**config.mk**
```make
export PLATFORM = sky130hd
export DESIGN_NAME = wsg_pwm_dac
export DESIGN_NICKNAME = d
export VERILOG_FILES = /design/src/rtl/wsg_pwm_dac.sv
export SDC_FILE = /design/constraint.sdc
export NUM_CORES = 1
export LEC_CHECK = 0
export BUFFER_PORTS_ARGS = -buffer_cell sky130_fd_sc_hd__buf_2
export CORE_AREA = 2 2 67 69
export CTS_BUF_LIST = sky130_fd_sc_hd__clkbuf_16
export DETAILED_ROUTE_END_ITERATION = 6
export DIE_AREA = 0 0 69 71
export REMOVE_ABC_BUFFERS = 1
export SETUP_SLACK_MARGIN = 0.15
export SYNTH_ARGS = -nofsm -noshare
export SYNTH_HDL_FRONTEND = slang
export SYNTH_SLANG_ARGS = --single-unit
```
**constraint.sdc**
```tcl
create_clock -name clk -period 5 [get_ports clk]
set_input_delay 1 -clock clk [delete_from_list [all_inputs] [get_ports clk]]
set_output_delay 1 -clock clk [all_outputs]
set_load 0.005 [all_outputs]
```
**src/rtl/wsg_pwm_dac.sv**
```systemverilog
// wsg_pwm_dac -- PWM audio back end for the WSG mixer.
//
// Holds one pending sample in a shadow buffer. The buffer is filled through a
// valid/ready handshake and copied into the active duty at the end of each
// 2**DW-clock PWM period. A single-bit PWM pin carries the audio and is
// RC-filtered off-chip. While mute is high, duty walks one step per period
// toward midscale and incoming samples are dropped, so muting does not pop.
//
// Ports:
//   clk           in   system clock
//   reset         in   synchronous active-low reset (0 = in reset)
//   sample_dat    in   DW-bit unsigned sample (mixer pwm_dat)
//   sample_valid  in   sample_dat is valid this cycle
//   sample_ready  out  shadow buffer is empty; a transfer happens on valid && ready
//   mute          in   level: ramp duty toward MID and discard samples
//   pwm_out       out  registered PWM pin
//   muted         out  mute is high and duty has reached MID
//   underrun      out  sticky: a period ended with an empty shadow after the first sample
module wsg_pwm_dac #(
  parameter int DW  = 8,
  parameter int MID = 128
) (
  input  logic          clk,
  input  logic          reset,
  input  logic [DW-1:0] sample_dat,
  input  logic          sample_valid,
  output logic          sample_ready,
  input  logic          mute,
  output logic          pwm_out,
  output logic          muted,
  output logic          underrun
);

  localparam logic [DW-1:0] MID_V   = DW'(MID);
  localparam logic [DW-1:0] CNT_MAX = {DW{1'b1}};

  logic [DW-1:0] cnt_r;
  logic [DW-1:0] duty_r;
  logic [DW-1:0] shadow_r;
  logic          full_r;
  logic          armed_r;
  logic          pwm_r;
  logic          underrun_r;

  logic [DW-1:0] duty_nxt_s;
  logic [DW-1:0] shadow_nxt_s;
  logic          full_nxt_s;
  logic          armed_nxt_s;
  logic          underrun_nxt_s;
  logic          boundary_s;
  logic          accept_s;

  // One mute-ramp step: move duty by one toward MID, or hold it once it is there.
  function automatic logic [DW-1:0] step_toward_mid(input logic [DW-1:0] d);
    logic [DW-1:0] r;
    if (d < MID_V) begin
      r = d + DW'(1);
    end else if (d > MID_V) begin
      r = d - DW'(1);
    end else begin
      r = d;
    end
    return r;
  endfunction

  // Handshake and output flags. sample_ready is gated by reset so it stays low during reset.
  always_comb begin
    sample_ready = reset && !full_r;
    muted        = mute && (duty_r == MID_V);
    pwm_out      = pwm_r;
    underrun     = underrun_r;
  end

  // Next state for the shadow buffer, duty and flags.
  always_comb begin
    boundary_s     = (cnt_r == CNT_MAX);
    accept_s       = sample_valid && sample_ready;
    duty_nxt_s     = duty_r;
    shadow_nxt_s   = shadow_r;
    full_nxt_s     = full_r;
    armed_nxt_s    = armed_r;
    underrun_nxt_s = underrun_r;

    if (boundary_s) begin
      if (mute) begin
        // A muted boundary ramps duty and drops any pending sample.
        // Underrun is not flagged while muted.
        duty_nxt_s = step_toward_mid(duty_r);
        full_nxt_s = 1'b0;
      end else if (full_r) begin
        duty_nxt_s = shadow_r;
        full_nxt_s = 1'b0;
      end else if (armed_r) begin
        underrun_nxt_s = 1'b1;
      end else begin
        duty_nxt_s = duty_r;
      end
    end else begin
      duty_nxt_s = duty_r;
    end

    // An accept can only happen while the shadow is empty, so it never
    // collides with a boundary load. An accept on the boundary cycle is
    // held for the next boundary.
    if (accept_s) begin
      shadow_nxt_s = sample_dat;
      full_nxt_s   = 1'b1;
      armed_nxt_s  = 1'b1;
    end else begin
      shadow_nxt_s = shadow_r;
    end
  end

  // State registers, plus the PWM comparator. pwm_out is registered, so it lags cnt by one clock.
  always_ff @(posedge clk) begin
    if (!reset) begin
      cnt_r      <= '0;
      duty_r     <= MID_V;
      shadow_r   <= MID_V;
      full_r     <= 1'b0;
      armed_r    <= 1'b0;
      pwm_r      <= 1'b0;
      underrun_r <= 1'b0;
    end else begin
      cnt_r      <= cnt_r + DW'(1);
      duty_r     <= duty_nxt_s;
      shadow_r   <= shadow_nxt_s;
      full_r     <= full_nxt_s;
      armed_r    <= armed_nxt_s;
      pwm_r      <= (cnt_r < duty_r);
      underrun_r <= underrun_nxt_s;
    end
  end

endmodule

```
==> impl_metrics.ini <==
[status]
outcome = finished, final reports clean

[timing]
hold_viol_final = 0
setup_viol = 0
timing.final.crit_share_pct = 57.17
slew_violations = 0
post-route-min-period_ns = 2.859
setup_tns_ns = 0
tightest_slew_ns = 0.4890
rsz0062_at_grt = no
skew_ns = 0.006112
slew_headroom_pct = 67.40
max_freq_mhz = 349.8
holdWs_ns = 0.4563

[clock_network]
htreeDepth = 1
cts_max_path_buffers = 2
numCtsBuffers = 3
tritoncts = yes
root_buffer = clkbuf_16
cts_setup_buffers = 0
hold_buffers = 0
ctsResizeCount = 0
clk_latency_ns = 0.26
cts.clk_slew.worst_paths_ns = 0.07
cts_sinks = 28

[final_layout]
diodes = 0
final_core_util_pct = 43.33
area.growth.synth_to_final_pct = 13.84
nFillCells = 430
register_area_sq_um = 560.5
final_layout_size_suffix_gt1_share_pct = 10.73
num-nets-final = 234
multi_input_area_sq_um = 967.2

[logic_synthesis]
yosysUniqueCellTypes = 39
synth_flop_cell = dfxtp_1
syn-cell-area_sq_mm = 0.001600
syn_inst = 191
synth-async-reset-ratio_pct = 0
synth_seq_cells = 28
syn_area_per_cell_sq_um = 8.378
yosysSeqAreaShare_pct = 35.03
ys_warn_count = 0
synth_edf_count = 0

[critical_path]
critPathArrivalTime_ns = 1.86
cp_data_required_time_ns = 4.00
path_max_fanout = 14
timing_worst_setup_path_type = input port to primary output
worst_setup_path_start_kind = input port
rr_worst_depth = 6
cp-end-kind = primary output
r2r_end = duty_r[7]$_SDFFE_PN1P_
r2r_start = duty_r[7]$_SDFFE_PN1P_
r2r_setup_slack_ns = 2.83

[power]
p_switching_mw = 0.1056
p_sw_share_pct = 20.59
power_mw = 0.5129
combPwrFrac_pct = 6.8
power_density_mw_per_mm2 = 281.6
irDropWorstVdd_uv = 125.3
leakage_nw = 0.7762
power_frac_seq_pct = 46.7
internal_power_mw = 0.4073
clkPwrFrac_pct = 46.5

[drt]
drt_first_pass_iters = 4
routed_via_density = 5.241
avgRoutedWirePerCell_microns = 13.01
wl_mm = 3.344
drt_iter0_drc = 47
drc = 0
dr_total_vias = 1347
antenna_left = 0

[floorplanning]
rows = 24
ios = 16
core_area_sq_mm = 0.004204
die_area_sq_mm = 0.004899
initial_core_util_pct = 38.07
fp.dieH_microns = 71
die_w_microns = 69

[min_path]
min_path_cells = 2
hold_class = register to register
min-delay-start = armed_r$_SDFFE_PN0P_
holdPathEnd = armed_r$_SDFFE_PN0P_

[placement]
hpwlAfterDp_mm = 2.397
place.gp.congestion = 0.7959
io_buffers = 15

[global_route]
grt_max_degree = 31
grt_usage_pct = 13.84
grt_pass1_vias = 1180
grt_antenna_before_repair = 0
grt_pass1_wl_mm = 5.478
grt_overflow_total = 0

[run]
maxCapViolCount = 0
## routing by layer
metal	global-route usage, %	up-vias	share of wire (%)
li1	-	709	-
met1	17.85	623	50
met2	23.40	11	47
met3	2.137	4	1.7
met4	5.229	0	1.6
met5	0	-	0
## state kept, by name, indices dropped and copies added (netlist names)
register and flops:
armed_r 1, cnt_r 8, duty_r 8, full_r 1
pwm_out 1, shadow_r 8, underrun 1
## placed cells by master (no fill, tap or decap), types with 2 or more instances in the layout
cell and count:
buf_2 15, mux2i_1 2, clkbuf_16 3, ha_1 15, nor2b_1 6, dfxtp_1 28, nand2b_1 6, inv_1 11
nor4b_1 2, a21boi_0 2, and2_1 6, or4_1 2, nor3_1 2, xor2_1 3, a21oi_1 7, o211a_1 3
a211oi_1 2, xnor2_1 2, o21ai_0 21, a21o_1 2, nand2_1 26, o21a_1 2, o221ai_1 3, or3_1 2
nand3_1 5, nor2_1 11, a31oi_1 3
## critical path, stage by stage
cell	delay, ns
buf_2	0.22
nand2_1	0.10
nor4_2	0.35
buf_2	0.19
## power by group through the flow
| stage | clock network (mW) | registers (mW) | logic (mW) |
|---|---|---|---|
| 6_report | 0.238 | 0.240 | 0.0347 |
| 5_1_grt | 0.247 | 0.241 | 0.0407 |
| 4_1_cts | 0.243 | 0.240 | 0.0352 |
| 3_5_place_dp | 0 | 0.245 | 0.0347 |
| 3_3_place_gp | 0 | 0.245 | 0.0345 |
| 2_1_floorplan | 0 | 0.243 | 0.0201 |
## Yosys cell counts (3+ instances only)
| master | instances | area [sq um] |
|---|---|---|
| dfxtp_1 | 28 | 560.5 |
| nand2_1 | 26 | 97.59 |
| o21ai_0 | 21 | 105.1 |
| ha_1 | 15 | 187.7 |
| inv_1 | 11 | 41.29 |
| nor2_1 | 11 | 41.29 |
| a21oi_1 | 7 | 35.03 |
| and2_1 | 6 | 37.54 |
| nand2b_1 | 6 | 37.54 |
| nor2b_1 | 6 | 37.54 |
| nand3_1 | 5 | 25.02 |
| clkbuf_1 | 4 | 15.01 |
| a31oi_1 | 3 | 18.77 |
| o211a_1 | 3 | 30.03 |
| o221ai_1 | 3 | 26.28 |
| xor2_1 | 3 | 26.28 |
## stage by stage
step | std cells | setup WS (ns) | instance area (sq um)
detailed placement | 253 | 2.161 | 1717
global route | 257 | 2.068 | 1822
global placement | 253 | 2.179 | 1717
CTS | 257 | 2.141 | 1822
finish | 257 | 2.141 | 1822
floorplan | 185 | 2.372 | 1569
## cell families (layout without fill, tap and decap cells)
family,Yosys count,in the layout,share of synthesized area (%)
mux,2,2,1.251
buf+inv,17,31,4.534
xor+xnor,5,5,2.737
simple gates,71,71,22.36
fa+ha+maj,16,16,12.98
flops,28,28,35.03
compound gates,52,52,21.11
## final cells by class
cell class | count | share of cell area (%)
Clock buffer | 3 | 4.121
Clock inverter | 1 | 1.648
Inverter | 11 | 2.266
Multi-Input combinational cell | 146 | 53.09
Sequential cell | 28 | 30.77
Tap cell | 52 | 3.571
Timing Repair Buffer | 16 | 4.533
## how the worst max path moves through the flow
| stage | start | endpoint | slack (ns) | cells after the start |
|---|---|---|---|---|
| floorplan | mute | duty_r[4]$_SDFFE_PN0P_ | 2.37 | 5 |
| global placement | mute | muted | 2.18 | 4 |
| detailed placement | mute | muted | 2.16 | 4 |
| CTS | mute | muted | 2.14 | 4 |
| global route | mute | muted | 2.07 | 4 |
| finish | mute | muted | 2.14 | 4 |
Note: power is estimated with default switching activity, not from simulation.
